<file path="src/rtl/seq_divider.sv">
// Iterative restoring divider with valid/ready handshakes on both sides.
// Supports optional two's-complement operation and reports divide-by-zero.
module seq_divider #(
  parameter int WIDTH           = 8,
  parameter int STEPS_PER_CYCLE = 1,
  parameter bit SIGNED_EN       = 1'b1
) (
  input  logic             clk,
  input  logic             rst_n,
  input  logic             in_valid,
  output logic             in_ready,
  input  logic [WIDTH-1:0] dividend,
  input  logic [WIDTH-1:0] divisor,
  input  logic             signed_mode,
  output logic             out_valid,
  input  logic             out_ready,
  output logic [WIDTH-1:0] quotient,
  output logic [WIDTH-1:0] remainder,
  output logic             div_by_zero
);

  localparam int N  = WIDTH / STEPS_PER_CYCLE;
  localparam int CW = $clog2(N + 1);

  typedef enum logic [1:0] {
    IDLE,
    CALC,
    DONE
  } state_t;

  state_t state, state_next;

  logic [CW-1:0]    count;
  logic [WIDTH-1:0] acc;
  logic [WIDTH-1:0] part_rem;
  logic [WIDTH-1:0] div_mag;
  logic             q_neg;
  logic             r_neg;

  logic             eff_signed;
  logic             a_sign;
  logic             b_sign;
  logic [WIDTH-1:0] a_mag;
  logic [WIDTH-1:0] b_mag;
  logic             divisor_zero;
  logic             last_cycle;

  logic [WIDTH-1:0] step_acc;
  logic [WIDTH-1:0] step_rem;
  logic [WIDTH:0]   shifted;
  logic [WIDTH:0]   trial;

  assign eff_signed   = signed_mode & SIGNED_EN;
  assign a_sign       = eff_signed & dividend[WIDTH-1];
  assign b_sign       = eff_signed & divisor[WIDTH-1];
  assign a_mag        = a_sign ? -dividend : dividend;
  assign b_mag        = b_sign ? -divisor : divisor;
  assign divisor_zero = (divisor == '0);
  assign last_cycle   = (count == CW'(1));

  assign in_ready  = (state == IDLE);
  assign out_valid = (state == DONE);

  always_ff @(posedge clk or negedge rst_n) begin
    if (!rst_n) begin
      state <= IDLE;
    end else begin
      state <= state_next;
    end
  end

  always_comb begin
    state_next = state;
    case (state)
      IDLE: begin
        if (in_valid) begin
          state_next = divisor_zero ? DONE : CALC;
        end
      end
      CALC: begin
        if (last_cycle) begin
          state_next = DONE;
        end
      end
      DONE: begin
        if (out_ready) begin
          state_next = IDLE;
        end
      end
      default: state_next = IDLE;
    endcase
  end

  // acc shifts dividend bits out of its top while quotient bits enter at the bottom
  always_comb begin
    step_acc = acc;
    step_rem = part_rem;
    shifted  = '0;
    trial    = '0;
    for (int i = 0; i < STEPS_PER_CYCLE; i++) begin
      shifted = {step_rem, step_acc[WIDTH-1]};
      trial   = shifted - {1'b0, div_mag};
      if (!trial[WIDTH]) begin
        step_rem = trial[WIDTH-1:0];
        step_acc = {step_acc[WIDTH-2:0], 1'b1};
      end else begin
        step_rem = shifted[WIDTH-1:0];
        step_acc = {step_acc[WIDTH-2:0], 1'b0};
      end
    end
  end

  always_ff @(posedge clk or negedge rst_n) begin
    if (!rst_n) begin
      count       <= '0;
      acc         <= '0;
      part_rem    <= '0;
      div_mag     <= '0;
      q_neg       <= 1'b0;
      r_neg       <= 1'b0;
      quotient    <= '0;
      remainder   <= '0;
      div_by_zero <= 1'b0;
    end else begin
      case (state)
        IDLE: begin
          if (in_valid) begin
            if (divisor_zero) begin
              quotient    <= '1;
              remainder   <= dividend;
              div_by_zero <= 1'b1;
            end else begin
              acc      <= a_mag;
              div_mag  <= b_mag;
              part_rem <= '0;
              q_neg    <= a_sign ^ b_sign;
              r_neg    <= a_sign;
              count    <= CW'(N);
            end
          end
        end
        CALC: begin
          acc      <= step_acc;
          part_rem <= step_rem;
          count    <= count - CW'(1);
          if (last_cycle) begin
            quotient    <= q_neg ? -step_acc : step_acc;
            remainder   <= r_neg ? -step_rem : step_rem;
            div_by_zero <= 1'b0;
          end
        end
        default: begin
        end
      endcase
    end
  end

endmodule

</file>
<file path="config.mk">
export PLATFORM = sky130hd
export DESIGN_NAME = seq_divider
export DESIGN_NICKNAME = d
export VERILOG_FILES = /design/src/rtl/seq_divider.sv
export SDC_FILE = /design/constraint.sdc
export NUM_CORES = 1
export LEC_CHECK = 0
export CORE_AREA = 2 2 57 113
export CTS_BUF_LIST = sky130_fd_sc_hd__clkbuf_8
export DETAILED_ROUTE_END_ITERATION = 6
export DIE_AREA = 0 0 59 115
export PLACE_DENSITY_LB_ADDON = 0.25
export REMOVE_ABC_BUFFERS = 1
export SKIP_CTS_REPAIR_TIMING = 1
export SLEW_MARGIN = 20
export SYNTH_ARGS = -nofsm -noshare
export SYNTH_HDL_FRONTEND = slang
export SYNTH_SLANG_ARGS = --single-unit
</file>
<file path="constraint.sdc">
create_clock -name clk -period 4.09 [get_ports clk]
set_clock_uncertainty 0.15 [all_clocks]
set_input_delay 0.818 -clock clk [delete_from_list [all_inputs] [get_ports clk]]
set_output_delay 0.818 -clock clk [all_outputs]
set_load 0.1 [all_outputs]
</file>
==> impl_metrics.csv, run 1 <==
group,metric,value,unit
outcome,status,"finished, final reports clean",
place,dp_hpwl,6.23,mm
clock_tree,cts_tree,"yes",
detailed_routing,wl,8.19,mm
synth,synth_top_flop_cell,"dfrtp_1",
worst_setup_path,crit_family,"compound AO/OA/AOI/OAI gates",
synth,synthTopCellsByArea,"dfrtp_1, ha_1, o21ai_0",
synth,synth_edf_count,0,
synth,yosys.cell_types.count,63,
clock_tree,cts_max_path_buffers,2,
clock_tree,cts.root.buffer_cell,"clkbuf_8",
synth,synth_area,3330,um^2
die,die-area,6790,um^2
clock_tree,numCtsBuffers,5,
min_path,hold_class,"in2async",
final_layout,diodes,0,
detailed_routing,routed_via_density,6.02,
detailed_routing,route.antenna.remaining_nets,0,
synth,synth_seq_cells,49,
synth,yosys.area.top_type_share,36.8,%
synth,synth_top_cell_by_area,"dfrtp_1",
detailed_routing,firstDrtPassIters,6,
synth,avgSynthCellArea,8.45,um^2
grt,grt_pass1_wl,13.5,mm
timing,finalHoldViolations,0,
final_layout,drive_gt1_share,7.31,%
grt,overflow,0,
timing,fin_setup_tns,0,ps
timing,relSlewSlack,33.9,%
worst_setup_path,worst-path-buf-inv,3,
die,fp.dieH,115,um
die,initial_core_util,56.4,%
detailed_routing,drc,0,
final_layout,area_delta_synth_final,15.6,%
clock_tree,numClockSinks,49,
timing,finalSetupViolations,0,
detailed_routing,drt-initial-drc-count,136,
grt,grt_pass1_vias,2939,
final_layout,num-nets-final,459,
worst_setup_path,slowest_delay,450,ps
timing,worst_pin_slew,988,ps
die,die_x,59,um
timing,fin_crit_sh,87.9,%
clock_tree,clkSlewWorstSetupHoldPaths,100,ps
synth,async_reset_ff_share,100,%
synth,ys_seq_area_share,36.8,%
synth,synth_most_common_cell,"dfrtp_1",
detailed_routing,vias,2932,
synth,syn_inst,394,
worst_setup_path,end_kind,"register",
worst_setup_path,critical-path-slowest-cell,"fa_1",
worst_setup_path,worst-endpoint-arrival,3660,ps
synth,netlist_top_cells_count,"dfrtp_1, nand2_1, nor2_1",
clock_tree,clkLatencyLatePin,330,ps
grt,grt_usage,26.0,%
worst_setup_path,cp_max_fo,7,
worst_setup_path,critPathLaunchType,"register",
worst_setup_path,worstPathRequired,4160,ps
grt,antenna_found_initial,0,
die,rows,40,
detailed_routing,wl_per_cell,16.8,um
die,coreArea,5910,um^2
clock_tree,htreeDepth,2,
worst_setup_path,crit_chain,"inv_1 > ha_1 > inv_1 > fa_1 > a21oi_2 > o211a_1 > o211ai_2 > inv_2 > mux2i_1 > ha_1 > nand2_1 > a2111oi_4 > a21o_1 > nand4_1 > nor3b_2",
worst_setup_path,worstSetupPathType,"reg2reg",
place,port-buffer-count,39,
timing,fmax,278,MHz
die,pin_count,40,
timing,maxSlewViolCount,0,
timing,rsz0062_at_grt,"false",
timing,min_period,3590,ps
run,max_cap_viol_count,0,
grt,grt_max_degree,50,
synth,synth_warnings,0,
place,gp_congestion,0.882,
==> path summary, 6_finish.rpt <==
kind                                  from      endpoint  slack [ps]  depth (start not counted)
worst min-delay path                 rst_n   quotient[2]         340                          1
worst max-delay path                acc[7]  remainder[6]         500                         15
worst max register to register      acc[7]  remainder[6]         500                         15
worst min register to register  div_mag[7]    div_mag[7]         340                          2
min in group clk                div_mag[7]    div_mag[7]         340                          2
max in group asynchronous            rst_n    div_mag[4]        3010                          1
==> kinds of logic (layout without fill, tap and decap cells) <==
logic type                 Yosys count  count (layout)  share of synthesized area [%]
and+or+nand+nor                    139             139                           20.3
DFF                                 49              49                           36.8
xor gates and xnor gates            27              27                           7.10
buffers and inverters               47              77                           5.97
muxes                                9               9                           2.74
adders and majority gates           15              15                           5.86
AOI/OAI and AO/OA                  108             108                           21.2
==> sequential cells by signal, indices dropped and copies added (netlist names) <==
signal and cells:
acc 8, div_mag 8, part_rem 8, quotient 8
remainder 8, count 4, state 2, div_by_zero 1
q_neg 1, r_neg 1
==> area by class of cell <==
cell class	count	area [um^2]
clock buffers	5	68.8
clock inverters	3	47.5
fillers	529	2060
inverters	24	90.1
multi-input cells	298	1900
flip-flops and latches	49	1230
well taps	63	78.8
repair buffers	45	433
==> stage by stage <==
stage	util [%]	hold WS [ps]	worst slack [ps]	area (um^2)	instances
after floorplan	-	300	512	3220	371
after global placement	63.2	320	627	3730	479
after detailed placement	63.2	323	538	3730	479
after CTS	65.1	343	498	3850	487
after global routing	65.2	389	206	3850	487
final	65.2	336	497	3850	487
==> cells in the final DEF (no fill, tap or decap), types with 4 or more instances in the layout <==
cell              n
ha_1             14
clkdlybuf4s50_1  38
nand2b_1          4
nor2_1           39
mux2i_1           8
xor2_1           14
nand2_1          41
xnor2_1          13
nor3_1            7
nand3_1          14
a21oi_1          29
a31oi_1           7
inv_1            23
o31ai_1           6
buf_4             7
o21ai_0          33
or3_1            10
clkbuf_8          5
dfrtp_1          49
a21o_1            5
and2_1            4
==> layer usage <==
metal	global-route usage, %	wire [um]	vias up
met5	0	0	-
met4	12.9	276	0
met3	3.60	284	24
met2	45.3	4250	88
met1	30.3	3370	1378
li1	-	-	1442
Power of run 1 is left out: the tool's default activity adds up to more than one toggle a clock period on the data nets, which glitch-free logic cannot reach.
==> run 2, diff against run 1 <==
CELL_PAD_IN_SITES_DETAIL_PLACEMENT = 1   (was unset)
CELL_PAD_IN_SITES_GLOBAL_PLACEMENT = 1   (was unset)
CORE_AREA = 2 2 65 129   (was 2 2 57 113)
DIE_AREA = 0 0 67 131   (was 0 0 59 115)
PLACE_DENSITY_LB_ADDON = 0.1   (was 0.25)
==> run 2 against run 1 <==
Effect of this change: design area is 0.20% higher; flip-flop and latch count stayed put; critical path type unchanged; critical path depth unchanged; highest routed layer unchanged.
==> impl_metrics.csv, run 2 (synthesis gave the netlist of run 1 again) <==
group,metric,value,unit
worst_setup_path,cp_max_fo,6,
detailed_routing,routed_via_density,5.74,
timing,maxSlewViolCount,0,
clock_tree,numClockSinks,49,
final_layout,num-nets-final,459,
clock_tree,cts_tree,"yes",
timing,fin_setup_tns,0,ps
timing,fin_crit_sh,89.3,%
die,pin_count,40,
worst_setup_path,worst-endpoint-arrival,3700,ps
final_layout,drive_gt1_share,7.09,%
detailed_routing,vias,2980,
timing,finalSetupViolations,0,
final_layout,layout_commonest_cell,"dfrtp_1",
final_layout,final_cell_mix,"dfrtp_1, nand2_1, nor2_1",
timing,worst_pin_slew,973,ps
clock_tree,cts_max_path_buffers,2,
worst_setup_path,critPathLaunchType,"register",
timing,fmax,274,MHz
final_layout,nFillCells,971,
worst_setup_path,r2r_setup_slack,440,ps
clock_tree,cts.root.buffer_cell,"clkbuf_8",
worst_setup_path,end_kind,"register",
detailed_routing,drc,0,
clock_tree,numCtsBuffers,5,
timing,rsz0062_at_grt,"false",
grt,grt_max_degree,29,
grt,grt_pass1_wl,15.1,mm
die,rows,46,
final_layout,diodes,0,
worst_setup_path,worstSetupPathType,"reg2reg",
grt,antenna_found_initial,0,
detailed_routing,route.antenna.remaining_nets,0,
detailed_routing,wl,9.32,mm
die,coreArea,7830,um^2
detailed_routing,wl_per_cell,18.0,um
run,max_cap_viol_count,0,
worst_setup_path,worstPathRequired,4140,ps
timing,min_period,3650,ps
timing,relSlewSlack,35.0,%
place,dp_hpwl,7.18,mm
timing,finalHoldViolations,0,
die,die_x,67,um
grt,overflow,0,
place,gp_congestion,0.926,
grt,grt_pass1_vias,3095,
die,fp.dieH,131,um
die,initial_core_util,42.5,%
outcome,status,"finished, final reports clean",
final_layout,area_delta_synth_final,15.8,%
clock_tree,htreeDepth,2,
grt,grt_usage,22.7,%
place,port-buffer-count,39,
min_path,hold_class,"in2async",
clock_tree,clkSlewWorstSetupHoldPaths,100,ps
detailed_routing,firstDrtPassIters,4,
detailed_routing,drt-initial-drc-count,131,
clock_tree,clkLatencyLatePin,310,ps
die,die-area,8780,um^2
## run 2: changes by cell type in the layout (fill, tap and decap cells not counted), sizes merged
cell and change:
bufinv -1, clkinvlp +1, inv -2, clkinv +1
## run 2: worst paths after layout
path | startpoint | to | cells after the start
max | acc[7] | remainder[6] | 15
min | rst_n | quotient[5] | 1
max reg2reg | acc[7] | remainder[6] | 15
min reg2reg | div_mag[0] | div_mag[0] | 2
max in group asynchronous | rst_n | div_mag[0] | 2
min in group clk | div_mag[0] | div_mag[0] | 2
## run 2: worst max-delay path: stages, from the launching register on
cell and delay (ps):
dfrtp_1 410, inv_1 70, ha_1 150, inv_1 60, fa_1 460, a21oi_2 250, o211a_1 200, o211ai_2 150
inv_2 170, mux2i_1 340, ha_1 270, nand2_1 110, a2111oi_4 320, a21o_1 180, nand4_1 80, nor3b_2 170
## run 2: metal layers
| layer | wire, um | share of wire (%) | global-route usage [%] |
|---|---|---|---|
| met3 | 325 | 3.5 | 3.42 |
| met4 | 265 | 2.8 | 9.24 |
| met1 | 3820 | 41 | 26.4 |
| met5 | 0 | 0 | 0 |
| met2 | 4910 | 53 | 40.5 |
## run 2: stage by stage
| stage | hold slack, ps | util, % | instances | instance area [um^2] | setup WS [ps] |
|---|---|---|---|---|---|
| 2_1_floorplan | 300 | - | 371 | 3220 | 512 |
| 3_3_place_gp | 319 | 48.2 | 512 | 3770 | 646 |
| 3_5_place_dp | 324 | 48.2 | 512 | 3770 | 445 |
| 4_1_cts | 334 | 49.3 | 519 | 3860 | 402 |
| 5_1_grt | 336 | 49.3 | 519 | 3860 | 183 |
| 6_report | 314 | 49.3 | 519 | 3860 | 439 |
## run 2: area by class of cell
class                           instances  area (um^2)  area share (%)
Clock buffer                            5         68.8            1.78
Inverter                               24         90.1            2.34
Sequential cell                        49         1230            31.8
Timing Repair Buffer                   45          430            11.2
Clock inverter                          2         16.3           0.422
Tap cell                               96          120            3.11
Multi-Input combinational cell        298         1900            49.4
Power of run 2 is left out for the same reason.
==> run 3, diff against run 2 <==
CELL_PAD_IN_SITES_DETAIL_PLACEMENT = 0   (was 1)
CELL_PAD_IN_SITES_GLOBAL_PLACEMENT = 2   (was 1)
CORE_AREA = 2 2 72 143   (was 2 2 65 129)
DIE_AREA = 0 0 74 145   (was 0 0 67 131)
==> run 3 against run 2 <==
Effect of this change: via count decreased by 1.8%; global-route usage decreased by 3.5 points; fmax is 4.0% higher; critical endpoint unchanged; critical path type unchanged; core utilization shrank 8.6 points; non-clock buffer count rose by 2; cell count grew 7.3%; die area rose by 22%.
==> impl_metrics.csv, run 3 (synthesis gave the netlist of run 1 again) <==
group,metric,value,unit
outcome,status,"finished, final reports clean",
timing,finalSetupViolations,0,
worst_setup_path,cp_max_fo,5,
place,port-buffer-count,39,
clock_tree,cts.root.buffer_cell,"clkbuf_8",
clock_tree,clkSlewWorstSetupHoldPaths,90,ps
final_layout,final_cell_mix,"dfrtp_1, nand2_1, nor2_1, clkdlybuf4s50_1, o21ai_0",
final_layout,nFillCells,1022,
detailed_routing,firstDrtPassIters,4,
grt,antenna_found_initial,0,
worst_setup_path,crit_start,"acc[7]",
grt,grt_pass1_vias,2905,
grt,grt_max_degree,35,
worst_setup_path,worst-endpoint-arrival,3550,ps
min_path,hold_class,"reg2reg",
detailed_routing,wl,9.68,mm
place,dp_hpwl,7.62,mm
die,rows,51,
worst_setup_path,r2r_cells,14,
final_layout,area_delta_synth_final,17.7,%
clock_tree,cts_max_path_buffers,2,
grt,met3_usage,1.94,%
timing,min_period,3510,ps
final_layout,diodes,0,
worst_setup_path,critPathLaunchType,"register",
clock_tree,clkLatencyLatePin,310,ps
detailed_routing,vias,2925,
final_layout,drive_gt1_share,7.53,%
worst_setup_path,r2r_setup_slack,580,ps
final_layout,num-nets-final,461,
timing,maxSlewViolCount,0,
timing,fin_crit_sh,85.8,%
worst_setup_path,crit_chain,"inv_1 > ha_1 > inv_1 > fa_1 > a21oi_2 > o211a_1 > o211ai_2 > o21ai_0 > ha_1 > nand2_1 > a2111oi_4 > a21o_1 > nand4_1 > nor3b_2",
final_layout,layout_commonest_cell,"dfrtp_1",
grt,use_met1,21.2,%
die,coreArea,9640,um^2
grt,grt_pass1_wl,15.5,mm
grt,gr-usage-met2,34.9,%
detailed_routing,route.antenna.remaining_nets,0,
run,max_cap_viol_count,0,
detailed_routing,wl_per_cell,17.4,um
worst_setup_path,worstPathRequired,4130,ps
place,gp_congestion,0.872,
timing,fmax,285,MHz
die,die_x,74,um
die,pin_count,40,
worst_setup_path,critical-path-slowest-cell,"fa_1",
timing,worst_pin_slew,994,ps
worst_setup_path,reg2reg_to,"remainder[6]",
clock_tree,numCtsBuffers,5,
grt,overflow,0,
timing,rsz0062_at_grt,"false",
worst_setup_path,end_kind,"register",
timing,finalHoldViolations,0,
worst_setup_path,endpoint,"remainder[6]",
worst_setup_path,slowest_delay,450,ps
detailed_routing,drc,0,
die,die-area,10700,um^2
detailed_routing,routed_via_density,5.25,
clock_tree,cts_tree,"yes",
timing,relSlewSlack,33.6,%
clock_tree,htreeDepth,2,
clock_tree,numClockSinks,49,
die,fp.dieH,145,um
worst_setup_path,r2r-start,"acc[7]",
grt,grt_usage,19.2,%
detailed_routing,drt-initial-drc-count,153,
die,initial_core_util,34.6,%
timing,fin_setup_tns,0,ps
grt,busiest_layer,"met2",
worst_setup_path,worstSetupPathType,"reg2reg",
run 3: cell count changes in the layout (fill, tap and decap cells not counted):
cell / previous run / this run
inv_1: 23 / 24
nor2_2: 0 / 1
buf_4: 6 / 8
clkbuf_8: 5 / 6
nor2_1: 39 / 38
clkinv_4: 1 / 0
clkinvlp_4: 1 / 0
run 3: critical path: cells and delay by family, from the launching register on:
kind,cells,cell delay (ps)
buffers and inverters,2,120
adders and majority gates,3,900
AOI/OAI and AO/OA,6,1450
DFF,1,410
and+or+nand+nor,3,380
run 3: through the flow:
stage	util [%]	instance area, um^2	instances	hold slack (ps)	worst slack (ps)
final	40.7	3920	557	338	580
after CTS	40.7	3920	557	342	562
after global placement	39.8	3830	550	316	682
after global routing	40.7	3920	557	372	324
after floorplan	-	3220	371	300	512
after detailed placement	39.8	3830	550	319	584
run 3: area by class of cell:
type | instances | area [um^2] | area share, %
repair buffers | 47 | 445 | 11.4
flip-flops and latches | 49 | 1230 | 31.3
multi-input cells | 298 | 1910 | 48.6
clock inverters | 1 | 3.75 | 0.0958
inverters | 24 | 90.1 | 2.30
clock buffers | 6 | 82.6 | 2.11
well taps | 132 | 165 | 4.21
run 3: routing by layer:
| metal | vias to the layer above | part of all wire (%) |
|---|---|---|
| li1 | 1438 | - |
| met2 | 51 | 56 |
| met4 | 0 | 4.0 |
| met5 | - | 0 |
| met3 | 18 | 2.1 |
| met1 | 1418 | 37 |
run 3: worst min path at each step:
stage,startpoint,to,depth (start not counted)
2_1_floorplan,div_mag[1],div_mag[1],2
3_3_place_gp,div_mag[1],div_mag[1],2
3_5_place_dp,remainder[0],remainder[0],1
4_1_cts,remainder[0],remainder[0],1
5_1_grt,div_mag[1],div_mag[1],2
6_report,remainder[0],remainder[0],1
Power of run 3 is left out for the same reason.
